===== src/rtl/house_keys_pkg.sv =====
// Shared keypad definitions: key indices, key count, debounce FSM states
// and the lowest-index key selector used for n-key lockout.
package house_keys_pkg;

  localparam int unsigned NUM_KEYS = 12;

  localparam logic [3:0] KEY_0     = 4'd0;
  localparam logic [3:0] KEY_1     = 4'd1;
  localparam logic [3:0] KEY_2     = 4'd2;
  localparam logic [3:0] KEY_3     = 4'd3;
  localparam logic [3:0] KEY_4     = 4'd4;
  localparam logic [3:0] KEY_5     = 4'd5;
  localparam logic [3:0] KEY_6     = 4'd6;
  localparam logic [3:0] KEY_7     = 4'd7;
  localparam logic [3:0] KEY_8     = 4'd8;
  localparam logic [3:0] KEY_9     = 4'd9;
  localparam logic [3:0] KEY_ENTER = 4'd10;
  localparam logic [3:0] KEY_CLEAR = 4'd11;

  typedef enum logic [1:0] {
    KP_IDLE      = 2'd0,
    KP_PRESS_DEB = 2'd1,
    KP_HELD      = 2'd2,
    KP_REL_DEB   = 2'd3
  } kp_state_t;

  // Index of the lowest set key; 0 when no key is set.
  function automatic logic [3:0] lowest_key(input logic [NUM_KEYS-1:0] keys);
    logic [3:0] idx;
    idx = '0;
    for (int unsigned i = NUM_KEYS; i > 0; i--) begin
      if (keys[i-1]) idx = 4'(i - 1);
    end
    return idx;
  endfunction

endpackage


===== src/rtl/keypad_sync.sv =====
// Two-flop synchroniser for asynchronous key lines, synchronous active-low reset.
module keypad_sync #(
  parameter int unsigned WIDTH = 1
) (
  input  logic             i_clk,
  input  logic             i_rst_n,
  input  logic [WIDTH-1:0] i_d,
  output logic [WIDTH-1:0] o_q
);

  logic [WIDTH-1:0] r_meta;
  logic [WIDTH-1:0] r_sync;

  // Two-stage capture of the raw levels.
  always_ff @(posedge i_clk) begin
    if (!i_rst_n) begin
      r_meta <= '0;
      r_sync <= '0;
    end else begin
      r_meta <= i_d;
      r_sync <= r_meta;
    end
  end

  assign o_q = r_sync;

endmodule


===== src/rtl/keypad_pulse_encoder.sv =====
// Keypad front-end: synchronise, debounce with n-key lockout, and emit one
// registered one-cycle pulse plus key code per accepted press.
// Optional build macro KEYPAD_AUTOREPEAT_EN adds auto-repeat for digit keys.
module keypad_pulse_encoder
  import house_keys_pkg::*;
#(
  parameter int unsigned DEBOUNCE_CYCLES = 50000,
  parameter int unsigned REPEAT_DELAY    = 25000000,
  parameter int unsigned REPEAT_PERIOD   = 5000000
) (
  input  logic                CLK,
  input  logic                RST,
  input  logic [NUM_KEYS-1:0] key_raw,
  output logic [NUM_KEYS-1:0] key_pulse,
  output logic                key_valid,
  output logic [3:0]          key_code,
  output logic                key_held
);

  localparam int unsigned W_CNT = (DEBOUNCE_CYCLES > 0) ? $clog2(DEBOUNCE_CYCLES + 1) : 1;
  localparam logic [W_CNT-1:0] CNT_END = W_CNT'(DEBOUNCE_CYCLES);

  if (DEBOUNCE_CYCLES == 0 || REPEAT_DELAY == 0 || REPEAT_PERIOD == 0) begin : g_param_check
    $error("keypad_pulse_encoder: timing parameters must be at least 1");
  end

  logic [NUM_KEYS-1:0] w_sync;
  logic [3:0]          w_sel;
  logic                w_cand_hi;
  logic                w_cnt_done;
  logic                w_fire_press;
  logic                w_fire_rep;
  logic                w_fire;
  logic                w_held;
  kp_state_t           r_state;
  kp_state_t           w_state_nxt;
  logic [W_CNT-1:0]    r_cnt;
  logic [3:0]          r_cand;
  logic [NUM_KEYS-1:0] r_pulse;
  logic [3:0]          r_code;

  keypad_sync #(
    .WIDTH (NUM_KEYS)
  ) u_sync (
    .i_clk   (CLK),
    .i_rst_n (RST),
    .i_d     (key_raw),
    .o_q     (w_sync)
  );

  assign w_sel      = lowest_key(w_sync);
  assign w_cand_hi  = w_sync[r_cand];
  assign w_cnt_done = (r_cnt == CNT_END);

  // State register.
  always_ff @(posedge CLK) begin
    if (!RST) r_state <= KP_IDLE;
    else      r_state <= w_state_nxt;
  end

  // Next-state decode: debounce press/release of the single locked candidate.
  always_comb begin
    w_state_nxt = r_state;
    unique case (r_state)
      KP_IDLE: begin
        if (|w_sync) w_state_nxt = KP_PRESS_DEB;
      end
      KP_PRESS_DEB: begin
        if (!w_cand_hi)      w_state_nxt = KP_IDLE;
        else if (w_cnt_done) w_state_nxt = KP_HELD;
      end
      KP_HELD: begin
        if (!w_cand_hi) w_state_nxt = KP_REL_DEB;
      end
      KP_REL_DEB: begin
        if (w_cand_hi)       w_state_nxt = KP_HELD;
        else if (w_cnt_done) w_state_nxt = KP_IDLE;
      end
      default: w_state_nxt = KP_IDLE;
    endcase
  end

  // Output decode: press acceptance, combined fire strobe, held indication.
  always_comb begin
    w_fire_press = (r_state == KP_PRESS_DEB) && w_cand_hi && w_cnt_done;
    w_fire       = w_fire_press || w_fire_rep;
    w_held       = (r_state == KP_HELD) || (r_state == KP_REL_DEB);
  end

  // Candidate latch and saturating stability counter.
  always_ff @(posedge CLK) begin
    if (!RST) begin
      r_cnt  <= '0;
      r_cand <= '0;
    end else begin
      unique case (r_state)
        KP_IDLE: begin
          if (|w_sync) begin
            r_cand <= w_sel;
            r_cnt  <= W_CNT'(1);
          end
        end
        KP_PRESS_DEB: begin
          if (w_cand_hi && !w_cnt_done) r_cnt <= r_cnt + W_CNT'(1);
        end
        KP_HELD: begin
          if (!w_cand_hi) r_cnt <= W_CNT'(1);
        end
        KP_REL_DEB: begin
          if (!w_cand_hi && !w_cnt_done) r_cnt <= r_cnt + W_CNT'(1);
        end
        default: r_cnt <= '0;
      endcase
    end
  end

`ifdef KEYPAD_AUTOREPEAT_EN
  localparam int unsigned REP_MAX = (REPEAT_DELAY > REPEAT_PERIOD) ? REPEAT_DELAY : REPEAT_PERIOD;
  localparam int unsigned W_REP   = (REP_MAX > 1) ? $clog2(REP_MAX) : 1;
  localparam logic [W_REP-1:0] DELAY_END  = W_REP'(REPEAT_DELAY - 1);
  localparam logic [W_REP-1:0] PERIOD_END = W_REP'(REPEAT_PERIOD - 1);

  logic [W_REP-1:0] r_rep;
  logic             r_rep_first;
  logic             w_rep_tick;
  logic             w_rep_hit;

  // Only HELD cycles with the key still down advance the repeat timer, so a
  // release bounce through REL_DEB pauses it without losing progress.
  assign w_rep_tick = (r_state == KP_HELD) && w_cand_hi;
  assign w_rep_hit  = (r_rep == (r_rep_first ? DELAY_END : PERIOD_END));
  assign w_fire_rep = w_rep_tick && w_rep_hit && (r_cand < KEY_ENTER);

  // Repeat timer: restarts at the accepted press, clears once the release completes.
  always_ff @(posedge CLK) begin
    if (!RST) begin
      r_rep       <= '0;
      r_rep_first <= 1'b1;
    end else if (w_fire_press) begin
      r_rep       <= '0;
      r_rep_first <= 1'b1;
    end else if (w_rep_tick) begin
      if (w_rep_hit) begin
        r_rep       <= '0;
        r_rep_first <= 1'b0;
      end else begin
        r_rep <= r_rep + W_REP'(1);
      end
    end else if ((r_state == KP_REL_DEB) && (w_state_nxt == KP_IDLE)) begin
      r_rep       <= '0;
      r_rep_first <= 1'b1;
    end
  end
`else
  assign w_fire_rep = 1'b0;
`endif

  // Registered pulse and code; code holds until the next accepted pulse.
  always_ff @(posedge CLK) begin
    if (!RST) begin
      r_pulse <= '0;
      r_code  <= '0;
    end else begin
      r_pulse <= w_fire ? (NUM_KEYS'(1) << r_cand) : '0;
      if (w_fire) r_code <= r_cand;
    end
  end

  assign key_pulse = r_pulse;
  assign key_valid = |r_pulse;
  assign key_code  = r_code;
  assign key_held  = w_held;

endmodule


===== config.mk =====
export PLATFORM = sky130hd
export DESIGN_NAME = keypad_pulse_encoder
export DESIGN_NICKNAME = d
export VERILOG_FILES = /design/src/rtl/house_keys_pkg.sv /design/src/rtl/keypad_sync.sv /design/src/rtl/keypad_pulse_encoder.sv
export SDC_FILE = /design/constraint.sdc
export NUM_CORES = 1
export LEC_CHECK = 0
export CORE_MARGIN = 4
export CORE_UTILIZATION = 55
export CTS_BUF_LIST = sky130_fd_sc_hd__clkbuf_16
export DETAILED_ROUTE_END_ITERATION = 6
export PLACE_DENSITY = 0.8
export SLEW_MARGIN = 20
export SYNTH_ARGS = -nofsm -noshare
export SYNTH_HDL_FRONTEND = slang
export SYNTH_SLANG_ARGS = --single-unit

===== constraint.sdc =====
create_clock -name CLK -period 2.5 [get_ports CLK]
set_clock_uncertainty 0.05 [all_clocks]
set_input_delay 0.5 -clock CLK [delete_from_list [all_inputs] [get_ports CLK]]
set_output_delay 0.5 -clock CLK [all_outputs]
set_load 0.01 [all_outputs]

==> reports/qor.yml, run 1 <==
worst_setup_path:
  r2r_slack_ps: 110
  slowest_delay_ps: 480
  path_cells: "buf_6 > mux2i_1 > mux4_2 > o2bb2ai_1 > or3_4 > or4b_1 > a31oi_1"
  end_kind: "register"
  r2r-start: "r_cand[1]"
  r2r-end: "r_cnt[4]"
  crit_required_ps: 2700
  cp.arrival_ps: 2600
  start_kind: "register"
  worst_r2r_path_depth: 7
  crit_buf_inv: 1
  path_max_fanout: 13
  critPathSlowestCell: "or4b_1"
  crit_family: "simple AND/OR/NAND/NOR gates"
  path_class: "reg -> reg"
clock_tree:
  clockBufferDepth: 2
  cts_tree: "done"
  clkTransAtPathRegs_ps: 50
  clock_latency_ps: 320
  cts_root_buf: "clkbuf_16"
  cts_made_buffers: 9
  htree_levels: 3
  clkSinkCount: 62
timing:
  period_minus_slack_ps: 2391
  finalCritPeriodShare: 0.9566
  rsz0062_at_grt: "no"
  setup_violations: 0
  tightest_slew_ps: 689.3
  max_freq_ghz: 0.4182
  setup_tns_ps: 0
  finalHoldViolCount: 0
  final_max_slew_viol_count: 0
  slew_headroom: 0.5362
yosys:
  synth_ff_type: "dfxtp_1"
  syn_nets: 319
  synth-edff-count: 0
  synthCells: 303
  yosys_register_bits: 62
  async_flop_share: 0
  synth_top_cell_by_area: "dfxtp_1"
  syn_area_um2: 2710
  syn_area_per_cell_um2: 8.944
  yosys_warnings: 0
  synth_top_area_frac: 0.4580
  synth.area.top_cells: "dfxtp_1 (46%), and2_1 (6.0%), nand2_1 (3.9%), nor2_1 (3.6%), nand3_1 (3.1%)"
  ys_types: 51
  ys_seq_area_frac: 0.4580
routing:
  remaining_drc_errors: 0
  drt-initial-drc-count: 135
  dr.pass1.iters: 4
  antenna_left: 0
  wl_per_cell_um: 14.27
  drt_wl_total_um: 5906
  viasPerCell: 5.640
  vias: 2335
place:
  numPortBuffers: 31
  gp_congestion: 0.8870
  hpwl_um: 3972
finish:
  antenna_cells: 0
  nNetsFinal: 358
  final-seq-area_um2: 1241
  fin_util: 0.7192
  multiInputGateArea_um2: 1354
  drive_gt1_frac: 0.1153
  syn2layout_area_growth_pct: 26.18
  num-fill-cells: 371
die:
  core-area_um2: 4755
  ios: 32
  dieArea_um2: 6114
  start_util: 0.5700
  fp-row-count: 25
  die_x_um: 78.20
  die_y_um: 78.20
grt:
  grt_max_degree: 32
  grt_pass1_wl_um: 9791
  grt_pass1_vias: 2152
  grt.overflow.total: 0
  grt_usage: 0.2051
  antenna_found_initial: 0
hold_path:
  whs_endpoint: "u_sync.o_q[8]"
  hp-class: "reg -> reg"
  hold_depth: 1
  hp-start: "u_sync.r_meta[8]"
pwr:
  powerDensity_nw_per_um2: 752.2
  vdd_drop_max_v: 0.0004697
  p_leak_uw: 0.001243
run:
  maxCapViolations: 0
outcome:
  status: "finished clean"
## synth_stat cells, types with 2 or more instances
cell / n
a21boi_0: 2
a21oi_1: 15
a31oi_1: 4
and2_1: 26
and3_1: 3
buf_2: 2
clkbuf_1: 12
dfxtp_1: 62
ha_1: 2
inv_1: 10
mux2i_1: 8
mux2i_2: 2
mux4_2: 2
nand2_1: 28
nand2b_1: 5
nand3_1: 17
nand3b_1: 3
nand4_1: 7
nor2_1: 26
nor2b_1: 3
nor3_1: 8
nor4_1: 9
nor4b_1: 2
o211ai_1: 2
o221ai_1: 2
o32ai_1: 8
or2_2: 3
or3_1: 6
or4_1: 2
## logic make-up after synthesis
family,count (synthesis),share of synthesized area
flops,62,0.4580
fa+ha+maj,2,0.009232
xor+xnor,1,0.003232
simple gates,153,0.3024
mux,12,0.05633
compound gates,47,0.1251
buf+inv,26,0.04571
## state kept, by name (all words and copies together) (netlist names), named ones only
name           flops
r_cand             4
u_sync.o_q        12
key_pulse         12
key_code           4
r_cnt             16
u_sync.r_meta     12
r_state            1
## timing repair
action	4_1_cts	5_1_grt
resized for setup	0	2
hold buffers	0	0
setup buffers	0	2
setup endpoints to repair	0	2
endpoints found under the hold margin	0	0
## cells in the final DEF (no fill, tap or decap), types with 7 or more instances in the layout
| master | n |
|---|---|
| dfxtp_1 | 62 |
| and2_1 | 26 |
| nor4_1 | 9 |
| inv_1 | 11 |
| mux2i_1 | 8 |
| nand2_1 | 28 |
| buf_4 | 12 |
| nand4_1 | 7 |
| o32ai_1 | 8 |
| a21oi_1 | 15 |
| nor3_1 | 8 |
| nand3_1 | 17 |
| clkbuf_16 | 9 |
| nor2_1 | 26 |
| clkdlybuf4s50_1 | 31 |
## area by class of cell
cell class | instances | share of cell area
Tap cell | 67 | 0.02452
Sequential cell | 62 | 0.3630
Timing Repair Buffer | 44 | 0.1204
Clock inverter | 7 | 0.01939
Multi-Input combinational cell | 215 | 0.3959
Clock buffer | 9 | 0.06586
Inverter | 10 | 0.01098
## power breakdown
| part | switching (uW) | internal, uW | leakage, uW | total (uW) |
|---|---|---|---|---|
| Sequential | 38.7 | 1020 | 0.000506 | 1060 |
| Combinational | 176 | 151 | 0.000586 | 327 |
| Clock | 420 | 764 | 0.000150 | 1180 |
## routing by layer
layer,part of all wire,GRT usage,vias up
li1,-,-,1169
met1,0.45,0.2464,1090
met2,0.48,0.3313,65
met3,0.054,0.05505,11
met4,0.024,0.1154,0
met5,0,0,-
## per-stage QoR
stage / hold WS, ps / instances / setup WS (ps) / area (um2) / total power [uW]
after CTS: 380.5 / 412 / 33.29 / 3392 / 2561
after global routing: 387.5 / 414 / 3.557 / 3420 / 2669
after global placement: 364.7 / 396 / 146.1 / 3100 / 1366
final: 378.2 / 414 / 108.6 / 3420 / 2572
after floorplan: 361.9 / 303 / 346.4 / 2710 / 1296
after detailed placement: 368.5 / 396 / 47.11 / 3100 / 1376
## worst max path at each step
stage / startpoint / endpoint / depth (start not counted)
final: r_cand[1] / r_cnt[4] / 7
after global routing: r_cand[1] / r_cnt[4] / 7
after CTS: r_cand[1] / r_cnt[4] / 7
after detailed placement: r_cand[1] / r_cnt[4] / 7
after global placement: r_cand[1] / r_cnt[4] / 7
after floorplan: r_cand[1] / r_cnt[4] / 8
(Power assumes the default switching activity.)
==> run 2: changes to the inputs <==
CTS_CLUSTER_DIAMETER = 40   (was unset)
==> results of run 2 <==
Same layout as run 1: the final DEF is identical, and so are final timing and power.
==> run 3: changes to the inputs <==
TNS_END_PERCENT = 20   (was unset)
==> results of run 3 <==
Same layout as run 1: the final DEF is identical, and so are final timing and power.
